--- src/rtl/display_pkg.sv ---
// display_pkg: grid geometry, default 640x480@60 timing, colours and cell indexing
package display_pkg;
    localparam int GRID_COLS = 40;
    localparam int GRID_ROWS = 30;
    localparam int FB_BITS = GRID_COLS * GRID_ROWS;
    localparam int VGA_H_VISIBLE = 640;
    localparam int VGA_H_FP = 16;
    localparam int VGA_H_SYNC = 96;
    localparam int VGA_H_BP = 48;
    localparam int VGA_V_VISIBLE = 480;
    localparam int VGA_V_FP = 10;
    localparam int VGA_V_SYNC = 2;
    localparam int VGA_V_BP = 33;
    localparam int VGA_CELL_SHIFT = 4;
    localparam logic [11:0] VGA_FG_COLOR = 12'hFFF;
    localparam logic [11:0] VGA_BG_COLOR = 12'h000;
    localparam logic [11:0] GRID_COLOR = 12'h222;

    function automatic logic [10:0] cell_index(input logic [4:0] row, input logic [5:0] col);
        return 11'(row) * 11'(GRID_COLS) + 11'(GRID_COLS - 1) - 11'(col);
    endfunction
endpackage

--- src/rtl/vga_grid_scanout_if.sv ---
// vga_grid_scanout_if: framebuffer in, VGA pins and frame tick out
interface vga_grid_scanout_if;
    import display_pkg::*;
    logic [FB_BITS-1:0] framebuffer;
    logic [3:0] vga_r;
    logic [3:0] vga_g;
    logic [3:0] vga_b;
    logic vga_hs;
    logic vga_vs;
    logic frame_start;
    modport master (input framebuffer, output vga_r, vga_g, vga_b, vga_hs, vga_vs, frame_start);
    modport slave (output framebuffer, input vga_r, vga_g, vga_b, vga_hs, vga_vs, frame_start);
endinterface

--- src/rtl/vga_timing.sv ---
// vga_timing: raster counters, raw active-low syncs, visible flag and frame tick
module vga_timing
    import display_pkg::*;
#(
    parameter int H_VISIBLE = VGA_H_VISIBLE,
    parameter int H_FP = VGA_H_FP,
    parameter int H_SYNC = VGA_H_SYNC,
    parameter int H_BP = VGA_H_BP,
    parameter int V_VISIBLE = VGA_V_VISIBLE,
    parameter int V_FP = VGA_V_FP,
    parameter int V_SYNC = VGA_V_SYNC,
    parameter int V_BP = VGA_V_BP
) (
    input  logic       clock,
    input  logic       reset,
    output logic [9:0] h_cnt_o,
    output logic [9:0] v_cnt_o,
    output logic       hs_raw_o,
    output logic       vs_raw_o,
    output logic       visible_o,
    output logic       frame_tick_o,
    output logic       frame_start_o
);
    localparam logic [9:0] H_LAST = 10'(H_VISIBLE + H_FP + H_SYNC + H_BP - 1);
    localparam logic [9:0] V_LAST = 10'(V_VISIBLE + V_FP + V_SYNC + V_BP - 1);
    localparam logic [9:0] HS_FIRST = 10'(H_VISIBLE + H_FP);
    localparam logic [9:0] HS_LAST = 10'(H_VISIBLE + H_FP + H_SYNC - 1);
    localparam logic [9:0] VS_FIRST = 10'(V_VISIBLE + V_FP);
    localparam logic [9:0] VS_LAST = 10'(V_VISIBLE + V_FP + V_SYNC - 1);
    localparam logic [9:0] H_VIS = 10'(H_VISIBLE);
    localparam logic [9:0] V_VIS = 10'(V_VISIBLE);

    logic [9:0] h_cnt_q, h_cnt_d;
    logic [9:0] v_cnt_q, v_cnt_d;
    logic frame_start_q;

    // Next raster position: h wraps at end of line, v advances on that wrap
    always_comb begin
        h_cnt_d = (h_cnt_q == H_LAST) ? '0 : h_cnt_q + 10'd1;
        v_cnt_d = (h_cnt_q != H_LAST) ? v_cnt_q : (v_cnt_q == V_LAST) ? '0 : v_cnt_q + 10'd1;
    end

    // Counters plus the strobe raised the cycle after the first blank-line pixel
    always_ff @(posedge clock) begin
        if (reset) begin
            h_cnt_q <= '0;
            v_cnt_q <= '0;
            frame_start_q <= 1'b0;
        end else begin
            h_cnt_q <= h_cnt_d;
            v_cnt_q <= v_cnt_d;
            frame_start_q <= frame_tick_o;
        end
    end

    assign h_cnt_o = h_cnt_q;
    assign v_cnt_o = v_cnt_q;
    assign hs_raw_o = !(h_cnt_q >= HS_FIRST && h_cnt_q <= HS_LAST);
    assign vs_raw_o = !(v_cnt_q >= VS_FIRST && v_cnt_q <= VS_LAST);
    assign visible_o = (h_cnt_q < H_VIS) && (v_cnt_q < V_VIS);
    assign frame_tick_o = (h_cnt_q == '0) && (v_cnt_q == V_VIS);
    assign frame_start_o = frame_start_q;
endmodule

--- src/rtl/vga_grid_scanout.sv ---
// vga_grid_scanout: tear-free 40x30 cell framebuffer scanout; GRIDLINES_EN adds grey cell borders
module vga_grid_scanout
    import display_pkg::*;
#(
    parameter int H_VISIBLE = VGA_H_VISIBLE,
    parameter int H_FP = VGA_H_FP,
    parameter int H_SYNC = VGA_H_SYNC,
    parameter int H_BP = VGA_H_BP,
    parameter int V_VISIBLE = VGA_V_VISIBLE,
    parameter int V_FP = VGA_V_FP,
    parameter int V_SYNC = VGA_V_SYNC,
    parameter int V_BP = VGA_V_BP,
    parameter int CELL_SHIFT = VGA_CELL_SHIFT,
    parameter logic [11:0] FG_COLOR = VGA_FG_COLOR,
    parameter logic [11:0] BG_COLOR = VGA_BG_COLOR
) (
    input logic clock,
    input logic reset,
    vga_grid_scanout_if.master bus
);
    logic [9:0] h_cnt, v_cnt;
    logic hs_raw, vs_raw, visible, frame_tick;
    logic [FB_BITS-1:0] snap_q, snap_d;
    logic [10:0] idx;
    logic vis_q, cell_q, hs1_q, vs1_q;
    logic [11:0] rgb_q, colour;
    logic hs_q, vs_q;

    vga_timing #(
        .H_VISIBLE(H_VISIBLE), .H_FP(H_FP), .H_SYNC(H_SYNC), .H_BP(H_BP),
        .V_VISIBLE(V_VISIBLE), .V_FP(V_FP), .V_SYNC(V_SYNC), .V_BP(V_BP)
    ) u_timing (
        .clock(clock),
        .reset(reset),
        .h_cnt_o(h_cnt),
        .v_cnt_o(v_cnt),
        .hs_raw_o(hs_raw),
        .vs_raw_o(vs_raw),
        .visible_o(visible),
        .frame_tick_o(frame_tick),
        .frame_start_o(bus.frame_start)
    );

    // Index is only formed for visible positions so it never leaves the framebuffer
    always_comb begin
        idx = visible ? cell_index(5'(v_cnt >> CELL_SHIFT), 6'(h_cnt >> CELL_SHIFT)) : '0;
        snap_d = frame_tick ? bus.framebuffer : snap_q;
    end

    // Snapshot reloads once per frame at the start of vertical blank
    always_ff @(posedge clock) begin
        if (reset) snap_q <= '0;
        else snap_q <= snap_d;
    end

`ifdef GRIDLINES_EN
    localparam logic [9:0] CELL_MASK = 10'((1 << CELL_SHIFT) - 1);
    logic grid_q;

    // Grid flag travels through S1 next to the cell bit
    always_ff @(posedge clock) begin
        if (reset) grid_q <= 1'b0;
        else grid_q <= ((h_cnt & CELL_MASK) == '0) || ((v_cnt & CELL_MASK) == '0);
    end

    // Set cells win over the grid; blanking is black
    always_comb colour = !vis_q ? '0 : cell_q ? FG_COLOR : grid_q ? GRID_COLOR : BG_COLOR;
`else
    // Set cells foreground, clear cells background, blanking black
    always_comb colour = !vis_q ? '0 : cell_q ? FG_COLOR : BG_COLOR;
`endif

    // S1 samples the raster position, S2 holds the pin values; syncs ride with colour
    always_ff @(posedge clock) begin
        if (reset) begin
            vis_q <= 1'b0;
            cell_q <= 1'b0;
            hs1_q <= 1'b1;
            vs1_q <= 1'b1;
            rgb_q <= '0;
            hs_q <= 1'b1;
            vs_q <= 1'b1;
        end else begin
            vis_q <= visible;
            cell_q <= visible && snap_q[idx];
            hs1_q <= hs_raw;
            vs1_q <= vs_raw;
            rgb_q <= colour;
            hs_q <= hs1_q;
            vs_q <= vs1_q;
        end
    end

    assign bus.vga_r = rgb_q[11:8];
    assign bus.vga_g = rgb_q[7:4];
    assign bus.vga_b = rgb_q[3:0];
    assign bus.vga_hs = hs_q;
    assign bus.vga_vs = vs_q;
endmodule

--- src/flat_wrapper.sv ---
// flat-port wrapper written by rule: the top's interface ports become plain ports
module vga_grid_scanout_flat import display_pkg::*;
#(
    parameter int H_VISIBLE = VGA_H_VISIBLE,
    parameter int H_FP = VGA_H_FP,
    parameter int H_SYNC = VGA_H_SYNC,
    parameter int H_BP = VGA_H_BP,
    parameter int V_VISIBLE = VGA_V_VISIBLE,
    parameter int V_FP = VGA_V_FP,
    parameter int V_SYNC = VGA_V_SYNC,
    parameter int V_BP = VGA_V_BP,
    parameter int CELL_SHIFT = VGA_CELL_SHIFT,
    parameter logic [11:0] FG_COLOR = VGA_FG_COLOR,
    parameter logic [11:0] BG_COLOR = VGA_BG_COLOR
)
  (clock, reset, bus_framebuffer, bus_vga_r, bus_vga_g, bus_vga_b, bus_vga_hs, bus_vga_vs, bus_frame_start);
  vga_grid_scanout_if bus_i ();
  input logic clock;
  input logic reset;
  input wire logic [$bits(bus_i.framebuffer)-1:0] bus_framebuffer;
  output wire logic [$bits(bus_i.vga_r)-1:0] bus_vga_r;
  output wire logic [$bits(bus_i.vga_g)-1:0] bus_vga_g;
  output wire logic [$bits(bus_i.vga_b)-1:0] bus_vga_b;
  output wire logic [$bits(bus_i.vga_hs)-1:0] bus_vga_hs;
  output wire logic [$bits(bus_i.vga_vs)-1:0] bus_vga_vs;
  output wire logic [$bits(bus_i.frame_start)-1:0] bus_frame_start;
  assign bus_i.framebuffer = bus_framebuffer;
  assign bus_vga_r = bus_i.vga_r;
  assign bus_vga_g = bus_i.vga_g;
  assign bus_vga_b = bus_i.vga_b;
  assign bus_vga_hs = bus_i.vga_hs;
  assign bus_vga_vs = bus_i.vga_vs;
  assign bus_frame_start = bus_i.frame_start;
  vga_grid_scanout #(.H_VISIBLE(H_VISIBLE), .H_FP(H_FP), .H_SYNC(H_SYNC), .H_BP(H_BP), .V_VISIBLE(V_VISIBLE), .V_FP(V_FP), .V_SYNC(V_SYNC), .V_BP(V_BP), .CELL_SHIFT(CELL_SHIFT), .FG_COLOR(FG_COLOR), .BG_COLOR(BG_COLOR)) u_core (.clock(clock), .reset(reset), .bus(bus_i));
endmodule
--- config.mk ---
export PLATFORM = sky130hd
export DESIGN_NAME = vga_grid_scanout_flat
export DESIGN_NICKNAME = d
export VERILOG_FILES = /design/src/rtl/display_pkg.sv /design/src/rtl/vga_grid_scanout_if.sv /design/src/rtl/vga_timing.sv /design/src/rtl/vga_grid_scanout.sv /design/src/flat_wrapper.sv
export SDC_FILE = /design/constraint.sdc
export NUM_CORES = 2
export LEC_CHECK = 0
export CELL_PAD_IN_SITES_DETAIL_PLACEMENT = 0
export CELL_PAD_IN_SITES_GLOBAL_PLACEMENT = 2
export CORE_AREA = 2 2 480 482
export CTS_BUF_LIST = sky130_fd_sc_hd__clkbuf_4 sky130_fd_sc_hd__clkbuf_8
export DETAILED_ROUTE_END_ITERATION = 8
export DIE_AREA = 0 0 482 484
export PLACE_DENSITY_LB_ADDON = 0.1
export SLEW_MARGIN = 20
export SYNTH_ARGS = -nofsm -noshare
export SYNTH_HDL_FRONTEND = slang
export SYNTH_SLANG_ARGS = --single-unit
export TNS_END_PERCENT = 1
--- constraint.sdc ---
create_clock -name clock -period 8.97 [get_ports clock]
set_clock_uncertainty 0.1 [all_clocks]
set_input_delay 2.2425 -clock clock [delete_from_list [all_inputs] [get_ports clock]]
set_output_delay 2.2425 -clock clock [all_outputs]
set_load 0.005 [all_outputs]
# --- Yosys cells after proc, flatten, opt, wreduce, memory -nomap -nowiden ---
# Index checks and enable logic that the tools add are counted.
totals:
  ff_bits: 1239
  out_inout_bits: 15
  wordCells: 43
op_classes:
  n_addsub: 4
  mul: 1
  order_cmp: 7
  eq_ne: 4
  mux: 5
  n_bitwise: 1
  n_reduce_logical: 10
ops:
  columns: ["operator", "count"]
  rows:
  - ["$add 10x1->10 const B", 2]
  - ["$eq 10x10->1 const B", 2]
  - ["$lt 11x12->1 const B", 1]
  - ["$mux 12", 1]
  - ["$add 11x6->11 const B", 1]
  - ["$bmux 1 s11", 1]
  - ["$mux 11", 1]
  - ["$sub 11x6->11", 1]
  - ["$eq 10x9->1 const B", 1]
  - ["$ge 10x10->1 const B", 1]
  - ["$ge 10x9->1 const B", 1]
  - ["$le 10x10->1 const B", 1]
  - ["$le 10x9->1 const B", 1]
  - ["$logic_not 10->1", 1]
  - ["$lt 10x10->1 const B", 1]
  - ["$lt 10x9->1 const B", 1]
  - ["$mux 10", 1]
  - ["$ne 10x10->1 const B", 1]
  - ["$mul 5x3->8 const B", 1]
  - ["$logic_and 1x1->1", 5]
  - ["$reduce_or 2->1", 2]
  - ["$logic_not 1->1", 2]
  - ["$mux 1", 1]
  - ["$not 1->1", 1]

# --- Longest topological paths before layout ---
depth:
  ltp_word: 7
  ltp_mapped: 17
  depth_no_buf: 16

# --- Modules after synthesis ---
# A second synthesis with hierarchy kept.
hier_totals:
  hier_cells: 5438
  hier_area_um2: 54244.5
modules_own_cells:
  columns: ["module", "n_inst", "cells_each", "area_each_um2", "seq_area_each_um2"]
  rows:
  - ["vga_grid_scanout", 1, 5312, 53151.0, 24163.2]
  - ["vga_timing", 1, 126, 1093.5, 420.4]

# --- Worst setup path before layout ---
# OpenSTA, ideal clock, no wires.
synth_timing:
  path_kind: "input-to-reg"
  start: "input port reset"
  end: "register u_core.snap_q[0]"
  setup_ns: 0.132
  t_arrival_ns: 3.294
  t_required_ns: 8.738
  path_slack_ns: 5.444
  cell_stages: 5
  path_cell_list: "clkbuf_1 > clkbuf_1 > clkbuf_1 > clkbuf_1 > a21oi_1"
synth_lines:
  columns: ["element", "line_no", "source"]
  rows:
  - ["start, declared", "flat_wrapper.sv:19", "input logic reset;"]
  - ["end signal, assigned", "vga_grid_scanout.sv:53", "else snap_q <= snap_d;"]
  - ["end, declared", "vga_grid_scanout.sv:23", "logic [FB_BITS-1:0] snap_q, snap_d;"]
# No word-level cell between the ends.

# --- Worst setup path in the final report ---
layout_timing:
  start: "register u_core.u_timing.v_cnt_q[5] (netlist: u_core.u_timing.v_cnt_o[5])"
  end: "register u_core.cell_q"
layout_via:
  elab_chain_cells: 7
  word_cells_on_any_way: 9
  cone_classes: "2 x add/sub; 1 x mul; 1 x order compare; 3 x mux; 2 x reduce/logical"
layout_rtl:
  columns: ["element", "line_no", "source"]
  rows:
  - ["start, declared", "vga_timing.sv:34", "logic [9:0] v_cnt_q, v_cnt_d;"]
  - ["start signal, assigned", "vga_timing.sv:51", "v_cnt_q <= v_cnt_d;"]
  - ["$mul 5x3->8", "display_pkg.sv:20", "return 11'(row) * 11'(GRID_COLS) + 11'(GRID_COLS - 1) - 11'(col);"]
  - ["$add 11x6->11", "display_pkg.sv:20", null]
  - ["$sub 11x6->11", "display_pkg.sv:20", null]
  - ["$mux 11", "vga_grid_scanout.sv:46", "idx = visible ? cell_index(5'(v_cnt >> CELL_SHIFT), 6'(h_cnt >> CELL_SHIFT)) : '0;"]
  - ["$bmux 1 s11", "vga_grid_scanout.sv:85", "cell_q <= visible && snap_q[idx];"]
  - ["$mux 1 (not written as such)", "vga_grid_scanout.sv:85", null]
  - ["$logic_and 1x1->1 (*)", "vga_grid_scanout.sv:85", null]
  - ["end signal, assigned", "vga_grid_scanout.sv:85", null]
  - ["end, declared", "vga_grid_scanout.sv:25", "logic vis_q, cell_q, hs1_q, vs1_q;"]
# Every way passes the cells marked *; elsewhere a longest branch is shown, timed or not. The select of a mux whose other input is x is not followed.
# A chain may end at the register's enable or synchronous reset.

==> metrics.txt <==
slowest cell delay on critical path=910 ps; Port Buffer Count=1216; Worst Setup Path Type=reg2reg; period utilization=0.632; vias after detailed routing=53000; ANT nets after route=0; critical path data arrival time=6480 ps; Via density=4.81; number of antenna violations at the first check in global routing=192; total clock sinks=1228; fmax=176 MHz; Int Power=9450 uW; total CTS buffers=235; fillers=24800; Buf+Inv Stages, Crit Path=2; YS warnings=0; CTS resizes=0; Worst-Margin Slew=1120 ps; Die Wd=482 um; clk_lat worst skew=1010 ps; DRT Wirelength=294000 um; Net count, final=8971; cell family with most CP delay=simple AND/OR/NAND/NOR gates; clock network fraction of total power=0.500; die footprint=233000 um^2; Sw Pwr=2870 uW; post-synth top area cell=dfxtp_1; die height=484 um; Routed WL per cell=26.7 um; critical path peak fanout=37; Hold Crit Class=reg2reg; DP Wirelength=208000 um; Area contributors post-synth=dfxtp_1 (46%), nand2_1 (18%), a21oi_1 (12%), mux4_2 (4.3%), clkbuf_1 (3.3%); # DRC=0; crit-path most repeated cell=buf_4; Critical-path top delay cell=nor4b_1; P per Cell Area=168 nW/um^2; Rows=176; critical path, cell by cell=nand4_1 > nand4_4 > buf_4 > buf_4 > a2bb2oi_1 > o22ai_1 > nor2_1 > nor4b_1 > a31oi_1 > nand3_1 > a31o_1; Final Hold Fails=0; sw frac=0.233; syn nets=8025; Post-synth EDFFs=0; CTS tree=done; FF+latch area=24600 um^2; gr usage total=0.242; Leak Pwr=0.0235 uW; largest net degree at the start of global routing=228; Final min period=5670 ps; Initial Util=0.233; H-tree depth=4; relative slew slack=0.247; power share of the sequential group=0.443; syn avg cell area=7.84 um^2; Synth Instances=6801; area delta synth->final=37.1%; Core ar.=229000 um^2; drt first pass iters=5; Peak VDD IR=0.000129 V; Top FF cell, synth=dfxtp_1; Critical Path RT=9780 ps; maxcap violations=0; Final GP Congestion=0.795; fraction of layout cells with a size suffix above 1=0.0928; combinational share of power=0.057; vias in the first global route=52800; top-area cell type share of the netlist area=0.461; post-synthesis sequential area ratio=0.461; Setup-failing EPs final=0; num ports=1217; grt total ovfl=0; synthesized area=53300 um^2; unrepaired setup endpoints after global routing=false; Post-CTS Setup Inserts=0; CP Launch Type=register; Fin Hold WS=309 ps; Worst-path clk slew=60 ps; initial DRC count=3193; Synth cell types=87; Multi-input gate area=26300 um^2; Max Buffers Root-to-Sink=3; Root Buffer=clkbuf_8; Final Util=0.320; flops & latches, synth=1228; fin. max-slew vios=0; CP Capture Type=register; first-pass GRT wire length=405000 um; cts hold-fix bufs=0; TNS Setup=0 ps; Post-synth ARST share=0; status=finished clean
[synthesized netlist by cell type, types with 6 or more instances]
library cell	instances
a2111oi_0	6
a211o_1	11
a211oi_1	41
a21oi_1	1322
a221o_1	9
a221oi_1	68
a222oi_1	9
a22oi_1	11
a2bb2oi_1	24
a311oi_1	9
a31oi_1	18
a32oi_1	6
and2_1	16
buf_1	12
buf_2	77
buf_4	31
buf_6	7
clkbuf_1	465
dfxtp_1	1228
ha_1	20
inv_1	23
mux2_2	75
mux2i_1	130
mux4_2	101
nand2_1	2542
nand2b_1	7
nand3_1	39
nand4_1	21
nor2_1	88
nor3_1	37
nor4_1	15
o2111ai_1	8
o211ai_1	24
o21ai_0	125
o221ai_1	20
o22ai_1	25
o31ai_1	7
or3_1	6
xnor2_1	10
xor2_1	12
[state kept, by name, summed over array words and instances, names as in the netlist]
name / flops
u_core.bus.vga_hs: 1
u_core.bus.vga_vs: 1
u_core.cell_q: 1
u_core.hs1_q: 1
u_core.rgb_q: 1
u_core.snap_q: 1200
u_core.u_timing.frame_start_o: 1
u_core.u_timing.h_cnt_o: 10
u_core.u_timing.v_cnt_o: 10
u_core.vis_q: 1
u_core.vs1_q: 1
[per-stage QoR]
stage	power, uW	instance area, um^2	setup WS (ps)	instances
floorplan	5660	53300	5440	6801
global placement	6280	67700	3410	10500
detailed placement	6280	67700	3350	10500
CTS	12500	72900	3310	11000
global route	12800	73100	3110	11000
finish	12300	73100	3300	11000
[cells in the final DEF (no fill, tap or decap), drive strengths merged, types with 12 or more instances in the layout]
master | Yosys | layout
nand4 | 22 | 22
mux4 | 103 | 103
clkbuf | 465 | 403
nand3 | 40 | 40
and2 | 16 | 16
dfxtp | 1228 | 1228
a21oi | 1322 | 1322
a221oi | 68 | 68
clkdlybuf4s50 | 0 | 1215
o211ai | 24 | 24
o21ai | 127 | 127
nand2 | 2542 | 2542
diode | 0 | 56
nor2 | 88 | 88
ha | 20 | 20
mux2i | 130 | 130
a211oi | 41 | 41
nor3 | 39 | 39
o221ai | 20 | 20
xor2 | 12 | 12
nor4 | 22 | 22
buf | 129 | 88
a31oi | 18 | 18
mux2 | 76 | 76
clkinv | 0 | 18
inv | 24 | 27
o22ai | 25 | 25
a2bb2oi | 24 | 24
[logic make-up after synthesis]
group / after synthesis / synth area share
buf+inv: 618 / 0.0490
compound gates: 1798 / 0.191
simple gates: 2804 / 0.206
flops: 1228 / 0.461
mux: 309 / 0.0841
xor+xnor: 22 / 0.00361
fa+ha+maj: 22 / 0.00544
[layout make-up]
type | instances | area share
clock inverters | 27 | 0.00334
multi-input cells | 4955 | 0.359
well taps | 3026 | 0.0518
repair buffers | 1303 | 0.178
flip-flops and latches | 1228 | 0.336
clock buffers | 403 | 0.0681
inverters | 24 | 0.00133
diodes | 56 | 0.00192
[routing by layer]
metal / up-vias / global-route usage / wire length [um]
met5: - / 0 / 805
met4: 126 / 0.0744 / 8460
met3: 578 / 0.0655 / 19400
met2: 1654 / 0.414 / 143000
met1: 25500 / 0.294 / 123000
li1: 25100 / - / -
[final timing paths]
check	from	endpoint	slack (ps)	cells past startpoint
setup / recovery	u_core.u_timing.v_cnt_o[5]$_SDFFE_PP0P_	u_core.cell_q$_SDFF_PP0_	3300	11
setup reg to reg	u_core.u_timing.v_cnt_o[5]$_SDFFE_PP0P_	u_core.cell_q$_SDFF_PP0_	3300	11
hold / removal	u_core.vs1_q$_SDFF_PP1_	u_core.bus.vga_vs$_SDFF_PP1_	310	1
hold reg to reg	u_core.vs1_q$_SDFF_PP1_	u_core.bus.vga_vs$_SDFF_PP1_	310	1
[power by group through the flow]
| stage | Combinational (uW) | Clock, uW | Sequential (uW) |
|---|---|---|---|
| 6_report | 704 | 6150 | 5460 |
| 5_1_grt | 738 | 6600 | 5450 |
| 4_1_cts | 711 | 6370 | 5460 |
| 3_5_place_dp | 705 | 0 | 5580 |
| 3_3_place_gp | 709 | 0 | 5580 |
| 2_1_floorplan | 83.7 | 0 | 5580 |
[worst register-to-register path: stages, from the launching register on]
cell and delay, ps:
dfxtp_1 570, nand4_1 740, nand4_4 610, buf_4 590
buf_4 670, a2bb2oi_1 180, o22ai_1 500, nor2_1 100
nor4b_1 910, a31oi_1 230, nand3_1 250, a31o_1 170
(Power assumes the default switching activity.)
